--- src/rtl/fifo_uart_tx_if.sv ---
// Read port of the 8-bit synchronous FIFO as seen by its single consumer.
// fifo_rd_en is a one-cycle pop request, issued only when fifo_empty is low;
// fifo_data holds the popped byte from the cycle after the request.
interface fifo_uart_tx_if;
  logic       fifo_empty;
  logic [7:0] fifo_data;
  logic       fifo_rd_en;

  modport master (output fifo_rd_en, input fifo_empty, input fifo_data);
  modport slave  (input fifo_rd_en, output fifo_empty, output fifo_data);
endinterface

--- src/rtl/fifo_uart_tx.sv ---
// Pops bytes from the FIFO and sends each as a UART frame:
// start bit, 8 data bits LSB first, optional even parity, then 1 or 2 stop bits.
module fifo_uart_tx #(
    parameter int CLKS_PER_BIT = 16,
    parameter int PARITY_EN    = 0,
    parameter int STOP_BITS    = 1
) (
    input  logic                  clk,
    input  logic                  rst_n,
    input  logic                  enable,
    fifo_uart_tx_if.master        fifo,
    output logic                  tx,
    output logic                  busy,
    output logic                  frame_done,
    output logic [2:0]            state_dbg
);

    localparam int CW = $clog2(CLKS_PER_BIT);

    typedef enum logic [2:0] {
        IDLE   = 3'd0,
        POP    = 3'd1,
        LOAD   = 3'd2,
        START  = 3'd3,
        DATA   = 3'd4,
        PARITY = 3'd5,
        STOP   = 3'd6
    } state_t;

    state_t        state, state_nxt;
    logic [CW-1:0] baud_cnt;
    logic [2:0]    bit_idx;
    logic [7:0]    shift_reg;
    logic          parity;
    logic          stop_cnt;
    logic          bit_end;
    logic          last_stop;
    logic          can_start;

    assign bit_end   = (baud_cnt == CW'(CLKS_PER_BIT - 1));
    assign last_stop = (state == STOP) && bit_end && (stop_cnt == 1'(STOP_BITS - 1));
    assign can_start = enable && !fifo.fifo_empty;

    always_ff @(posedge clk or negedge rst_n) begin
        if (!rst_n) state <= IDLE;
        else        state <= state_nxt;
    end

    always_comb begin
        state_nxt = state;
        case (state)
            IDLE:    if (can_start) state_nxt = POP;
            POP:     state_nxt = LOAD;
            LOAD:    state_nxt = START;
            START:   if (bit_end) state_nxt = DATA;
            DATA:    if (bit_end && bit_idx == 3'd7)
                         state_nxt = (PARITY_EN != 0) ? PARITY : STOP;
            PARITY:  if (bit_end) state_nxt = STOP;
            // Last stop cycle is the only in-frame point where a new pop is decided.
            STOP:    if (last_stop) state_nxt = can_start ? POP : IDLE;
            default: state_nxt = IDLE;
        endcase
    end

    always_ff @(posedge clk or negedge rst_n) begin
        if (!rst_n) begin
            baud_cnt  <= '0;
            bit_idx   <= '0;
            shift_reg <= '0;
            parity    <= 1'b0;
            stop_cnt  <= 1'b0;
        end else begin
            if (state inside {START, DATA, PARITY, STOP})
                baud_cnt <= bit_end ? '0 : baud_cnt + CW'(1);
            else
                baud_cnt <= '0;

            if (state == LOAD) begin
                shift_reg <= fifo.fifo_data;
                parity    <= ^fifo.fifo_data;
            end else if (state == DATA && bit_end) begin
                shift_reg <= {1'b0, shift_reg[7:1]};
            end

            if (state != DATA)
                bit_idx <= '0;
            else if (bit_end && bit_idx != 3'd7)
                bit_idx <= bit_idx + 3'd1;

            if (state != STOP)
                stop_cnt <= 1'b0;
            else if (bit_end)
                stop_cnt <= ~stop_cnt;
        end
    end

    always_comb begin
        tx = 1'b1;
        case (state)
            START:   tx = 1'b0;
            DATA:    tx = shift_reg[0];
            PARITY:  tx = parity;
            default: tx = 1'b1;
        endcase
    end

    assign fifo.fifo_rd_en = (state == POP);
    assign busy            = (state != IDLE);
    assign frame_done      = last_stop;
    assign state_dbg       = state;

endmodule

--- src/flat_wrapper.sv ---
// flat-port wrapper written by rule: the top's interface ports become plain ports
module fifo_uart_tx_flat 
#(
    parameter int CLKS_PER_BIT = 16,
    parameter int PARITY_EN    = 0,
    parameter int STOP_BITS    = 1
)
  (clk, rst_n, enable, tx, busy, frame_done, state_dbg, fifo_fifo_rd_en, fifo_fifo_empty, fifo_fifo_data);
  fifo_uart_tx_if fifo_i ();
  input  logic clk;
  input  logic rst_n;
  input  logic enable;
  output logic tx;
  output logic busy;
  output logic frame_done;
  output logic [2:0] state_dbg;
  output wire logic [$bits(fifo_i.fifo_rd_en)-1:0] fifo_fifo_rd_en;
  input wire logic [$bits(fifo_i.fifo_empty)-1:0] fifo_fifo_empty;
  input wire logic [$bits(fifo_i.fifo_data)-1:0] fifo_fifo_data;
  assign fifo_fifo_rd_en = fifo_i.fifo_rd_en;
  assign fifo_i.fifo_empty = fifo_fifo_empty;
  assign fifo_i.fifo_data = fifo_fifo_data;
  fifo_uart_tx #(.CLKS_PER_BIT(CLKS_PER_BIT), .PARITY_EN(PARITY_EN), .STOP_BITS(STOP_BITS)) u_core (.clk(clk), .rst_n(rst_n), .enable(enable), .fifo(fifo_i), .tx(tx), .busy(busy), .frame_done(frame_done), .state_dbg(state_dbg));
endmodule
--- config.mk ---
export PLATFORM = sky130hd
export DESIGN_NAME = fifo_uart_tx_flat
export DESIGN_NICKNAME = d
export VERILOG_FILES = /design/src/rtl/fifo_uart_tx_if.sv /design/src/rtl/fifo_uart_tx.sv /design/src/flat_wrapper.sv
export SDC_FILE = /design/constraint.sdc
export NUM_CORES = 1
export LEC_CHECK = 0
export ABC_AREA = 0
export CAP_MARGIN = 20
export CORE_MARGIN = 1
export CORE_UTILIZATION = 48
export CTS_BUF_LIST = sky130_fd_sc_hd__clkbuf_8
export CTS_CLUSTER_DIAMETER = 200
export DETAILED_ROUTE_END_ITERATION = 10
export GPL_TIMING_DRIVEN = 0
export PLACE_DENSITY = 0.88
export SETUP_SLACK_MARGIN = 0.2
export SLEW_MARGIN = 20
export SYNTH_ARGS = -nofsm -noshare
export SYNTH_HDL_FRONTEND = slang
export SYNTH_SLANG_ARGS = --single-unit
--- constraint.sdc ---
create_clock -name clk -period 1.45 [get_ports clk]
set_input_delay 0.2175 -clock clk [delete_from_list [all_inputs] [get_ports clk]]
set_output_delay 0.2175 -clock clk [all_outputs]
set_load 0.1 [all_outputs]
==> out/results.txt, run 1 <==
Die H: 49.7 µm
Syn Std Cell Area: 0.00109 mm²
Post-GRT worst EP: busy
Synthesized flop and latch total: 20
Dominant synthesized flop cell: dfrtp_1
Share of flip-flops with an asynchronous set or reset: 100%
DP Wirelength: 1730 µm
Clock root buffer: clkbuf_8
Mapped Nets: 135
Port-buffer cells: 18
Max clock buf depth: 2
Mapped Cells: 120
Synth area leaders: dfrtp_1 (46%), xnor2_1 (8.0%), nand2_1 (5.5%)
Post-synth top area cell: dfrtp_1
Top cell type's share of synthesized area: 45.8%
Distinct cells, synth: 31
Post-synth EDFFs: 0
Clk sink count: 20
Dpl cells: 165
Initial core utilization: 53.5%
Worst EP kind: output port
Failed at: global routing (5_1_grt)
Rows: 16
Syn Area/Cell: 9.10 µm²
Sequential share of the synthesized area: 45.8%
IO Pins: 19
Total CTS buffers: 3
Err: [ERROR DPL-0038] Utilization greater than 100%, impossible to legalize
Routability cong.: 0.803
Status: aborted with a tool error
H-tree depth: 1
Synth warnings: 0
DIE WIDTH: 49.7 µm
Largest net degree at the start of global routing: 21
==> per-stage QoR <==
step                setup slack [ns]  hold slack, ns  area (µm²)
floorplan                     -0.588         -0.0781        1210
global placement              -0.958           0.473        1430
detailed placement            -0.982           0.479        1430
CTS                           -0.242           0.490        1860
==> cell families after synthesis <==
| logic type | count (synthesis) | synth area share, % |
|---|---|---|
| xor gates and xnor gates | 10 | 8.02 |
| AOI/OAI and AO/OA | 23 | 13.2 |
| muxes | 3 | 2.75 |
| DFF | 20 | 45.8 |
| buffers and inverters | 9 | 4.12 |
| adders and majority gates | 3 | 3.44 |
| and+or+nand+nor | 52 | 22.7 |
==> cell usage after synthesis (2+ instances only) <==
library cell and instances:
dfrtp_1 20, nand2_1 16, nor2_1 15, xnor2_1 10
nor3_1 7, a21oi_1 6, a31oi_1 6, buf_2 3
ha_1 3, mux2i_1 3, nand2b_1 3, o21ai_0 3
or3_1 3, clkbuf_1 2, inv_1 2, nor2b_1 2
o21ai_1 2
==> repair_timing <==
item | in CTS
setup buffers | 20
gates resized for setup | 99
hold buffers | 0
endpoints found under the setup margin | 26
pin swaps | 13
==> run 2: changes to the inputs <==
Settings changed: CORE_AREA from default to 2 2 63 65, CORE_MARGIN 1 to default, CORE_UTILIZATION 48 to default, CTS_BUF_LIST sky130_fd_sc_hd__clkbuf_8 to default, CTS_CLUSTER_DIAMETER 200 to default, DIE_AREA from default to 0 0 65 67, PLACE_DENSITY 0.88 to default, PLACE_DENSITY_LB_ADDON from default to 0.15, SETUP_SLACK_MARGIN 0.2 to default.
Clock period 1.45 ns to 1.89 ns, I/O delays scaled along.
==> out/results.txt, run 2 <==
Status: finished clean
WS Path Type: flop to output port
Die H: 67 µm
Post-layout util: 41.6%
Largest net degree at the start of global routing: 21
Setup violators final: 0
DRT antenna net count: 0
Total CTS buffers: 3
Rows: 22
Max Freq: 545 MHz
Post-synth EDFFs: 0
CP required: 1.61 ns
Critical path arrival: 1.55 ns
Slowest cell on crit path: clkdlybuf4s15_1
Worst Clk Skew: 0.00317 ns
Leak: 0.634 nW
Clk sink count: 20
Post-synth top area cell: dfrtp_1
Die area: 0.00436 mm²
Syn Std Cell Area: 0.00109 mm²
Synthesized flop and latch total: 20
Clock transition at path regs: 0.07 ns
H-tree depth: 1
Commonest cells after routing, fill and taps aside: dfrtp_1 (17), nand2_1 (16), nor2_1 (13)
Proportion of layout cells with a drive suffix above 1: 21.7%
Filler cells: 369
First-pass GRT wire length: 4210 µm
Dominant synthesized flop cell: dfrtp_1
Sequential share of the synthesized area: 45.8%
Setup crit end kind: output port
Worst Path Max Fanout: 6
Post-DR vias/cell: 4.81
Hold crit path type: flop to flop
Clk_lat worst skew: 0.26 ns
Post-route DRC violation count: 0
IO Pins: 19
Synth warnings: 0
CP bufs+invs: 1
Initial antenna violation count: 0
Port-buffer cells: 18
Max FFs per register: 8
Routability cong.: 0.743
Peak VDD IR: 0.347 mV
Pre-antenna DRT Iters: 4
Worst-margin pin slew: 0.947 ns
Hold Violations, Final: 0
Most common cell in the netlist: dfrtp_1
Hold-fix buffers at CTS: 0
Power per Cell Area: 579 mW/mm²
Max Slew Vio Count: 0
Max_cap viols: 0
Distinct cells, synth: 31
Max incr delay on CP: 0.83 ns
Congestion Overflow GR: 0
Final worst path period share: 97.2%
Mapped Nets: 135
Routed WL: 2410 µm
Average wire per standard cell: 12.6 µm
Syn Area/Cell: 9.10 µm²
Mapped Cells: 120
Post-route cell area: 0.00150 mm²
Critical-path cell list: clkdlybuf4s15_1
CTS tree: done
CP startpoint kind: flop
Top cell type's share of synthesized area: 45.8%
Top cells by count, synth: dfrtp_1 (20), nand2_1 (16), nor2_1 (15), xnor2_1 (10), nor3_1 (7)
Clock root buffer: clkbuf_8
CORE AREA: 0.00361 mm²
Detailed Route Iter0 Violations: 26
DIE WIDTH: 65 µm
Initial core utilization: 30.3%
# diodes: 0
RSZ-0062 raised after global routing: false
Worst slew margin: 37.1%
Tmin final: 1.84 ns
Max clock buf depth: 2
Largest delay share family, worst path: buffers and inverters
Synth area leaders: dfrtp_1 (46%), xnor2_1 (8.0%), nand2_1 (5.5%)
Area Overhead vs Synth: 37.2%
Final layout net count: 159
Share of flip-flops with an asynchronous set or reset: 100%
Vias: 918
Post-DP Area: 0.00140 mm²
Commonest non-fill, non-tap cell in the layout: dfrtp_1
Gr usage total: 12.6%
Vias in the first global route: 879
DP Wirelength: 1780 µm
[run 2: repair_timing]
action,in CTS,in global routing
pin swaps,2,0
endpoints found under the setup margin,7,4
resized for setup,37,4
buffers inserted,0,1
[run 2: final cells by class]
cell class,count,area (µm²),area share (%)
Clock buffer,4,55.1,3.67
Buffer,6,60.1,4.01
Multi-Input combinational cell,91,597,39.8
Sequential cell,20,512,34.1
Tap cell,48,60.1,4.01
Inverter,3,11.3,0.751
Timing Repair Buffer,19,204,13.6
[run 2: worst min-delay path: stages (launching register included)]
cell and delay [ns]:
dfrtp_1 0.35, nand2_1 0.05, o21ai_1 0.06
[run 2: power breakdown]
group | leakage [nW] | switching (W) | internal (W)
Sequential | 0.229 | 0.00000863 | 0.000444
Clock | 0.0288 | 0.000139 | 0.000185
Combinational | 0.377 | 0.0000429 | 0.0000491
Total | 0.634 | 0.000190 | 0.000678
[run 2: logic make-up after synthesis]
family,synth area share [%]
buf+inv,4.12
xor+xnor,8.02
simple gates,22.7
fa+ha+maj,3.44
flops,45.8
compound gates,13.2
mux,2.75
[run 2: stage by stage]
stage	TNS, ns	instances	setup WS [ns]	hold WS [ns]	total power (W)
5_1_grt	0	191	0.00545	0.527	0.000918
4_1_cts	0	190	0.0138	0.507	0.000890
2_1_floorplan	-0.215	120	-0.215	-0.0121	0.000510
3_3_place_gp	-2.10	186	-0.653	0.475	0.000553
6_report	0	191	0.0538	0.498	0.000868
3_5_place_dp	-2.11	186	-0.660	0.490	0.000555
[run 2: final timing paths]
kind	cells after the start	from	end	slack (ns)
min	2	u_core.parity	u_core.parity	0.50
max reg2reg	5	u_core.baud_cnt[0]	u_core.shift_reg[3]	0.26
min in group asynchronous	1	rst_n	u_core.baud_cnt[1]	0.54
min reg2reg	2	u_core.parity	u_core.parity	0.50
max	1	u_core.state_dbg[1]	state_dbg[1]	0.05
max in group asynchronous	1	rst_n	u_core.state_dbg[1]	0.69
[run 2: per-layer routing]
metal	GRT usage, %	vias up	wire (µm)
li1	-	462	-
met1	18.0	431	1170
met2	18.9	21	1100
met3	2.53	4	111
met4	3.99	0	24
met5	0	-	0
(Power assumes the default switching activity.)
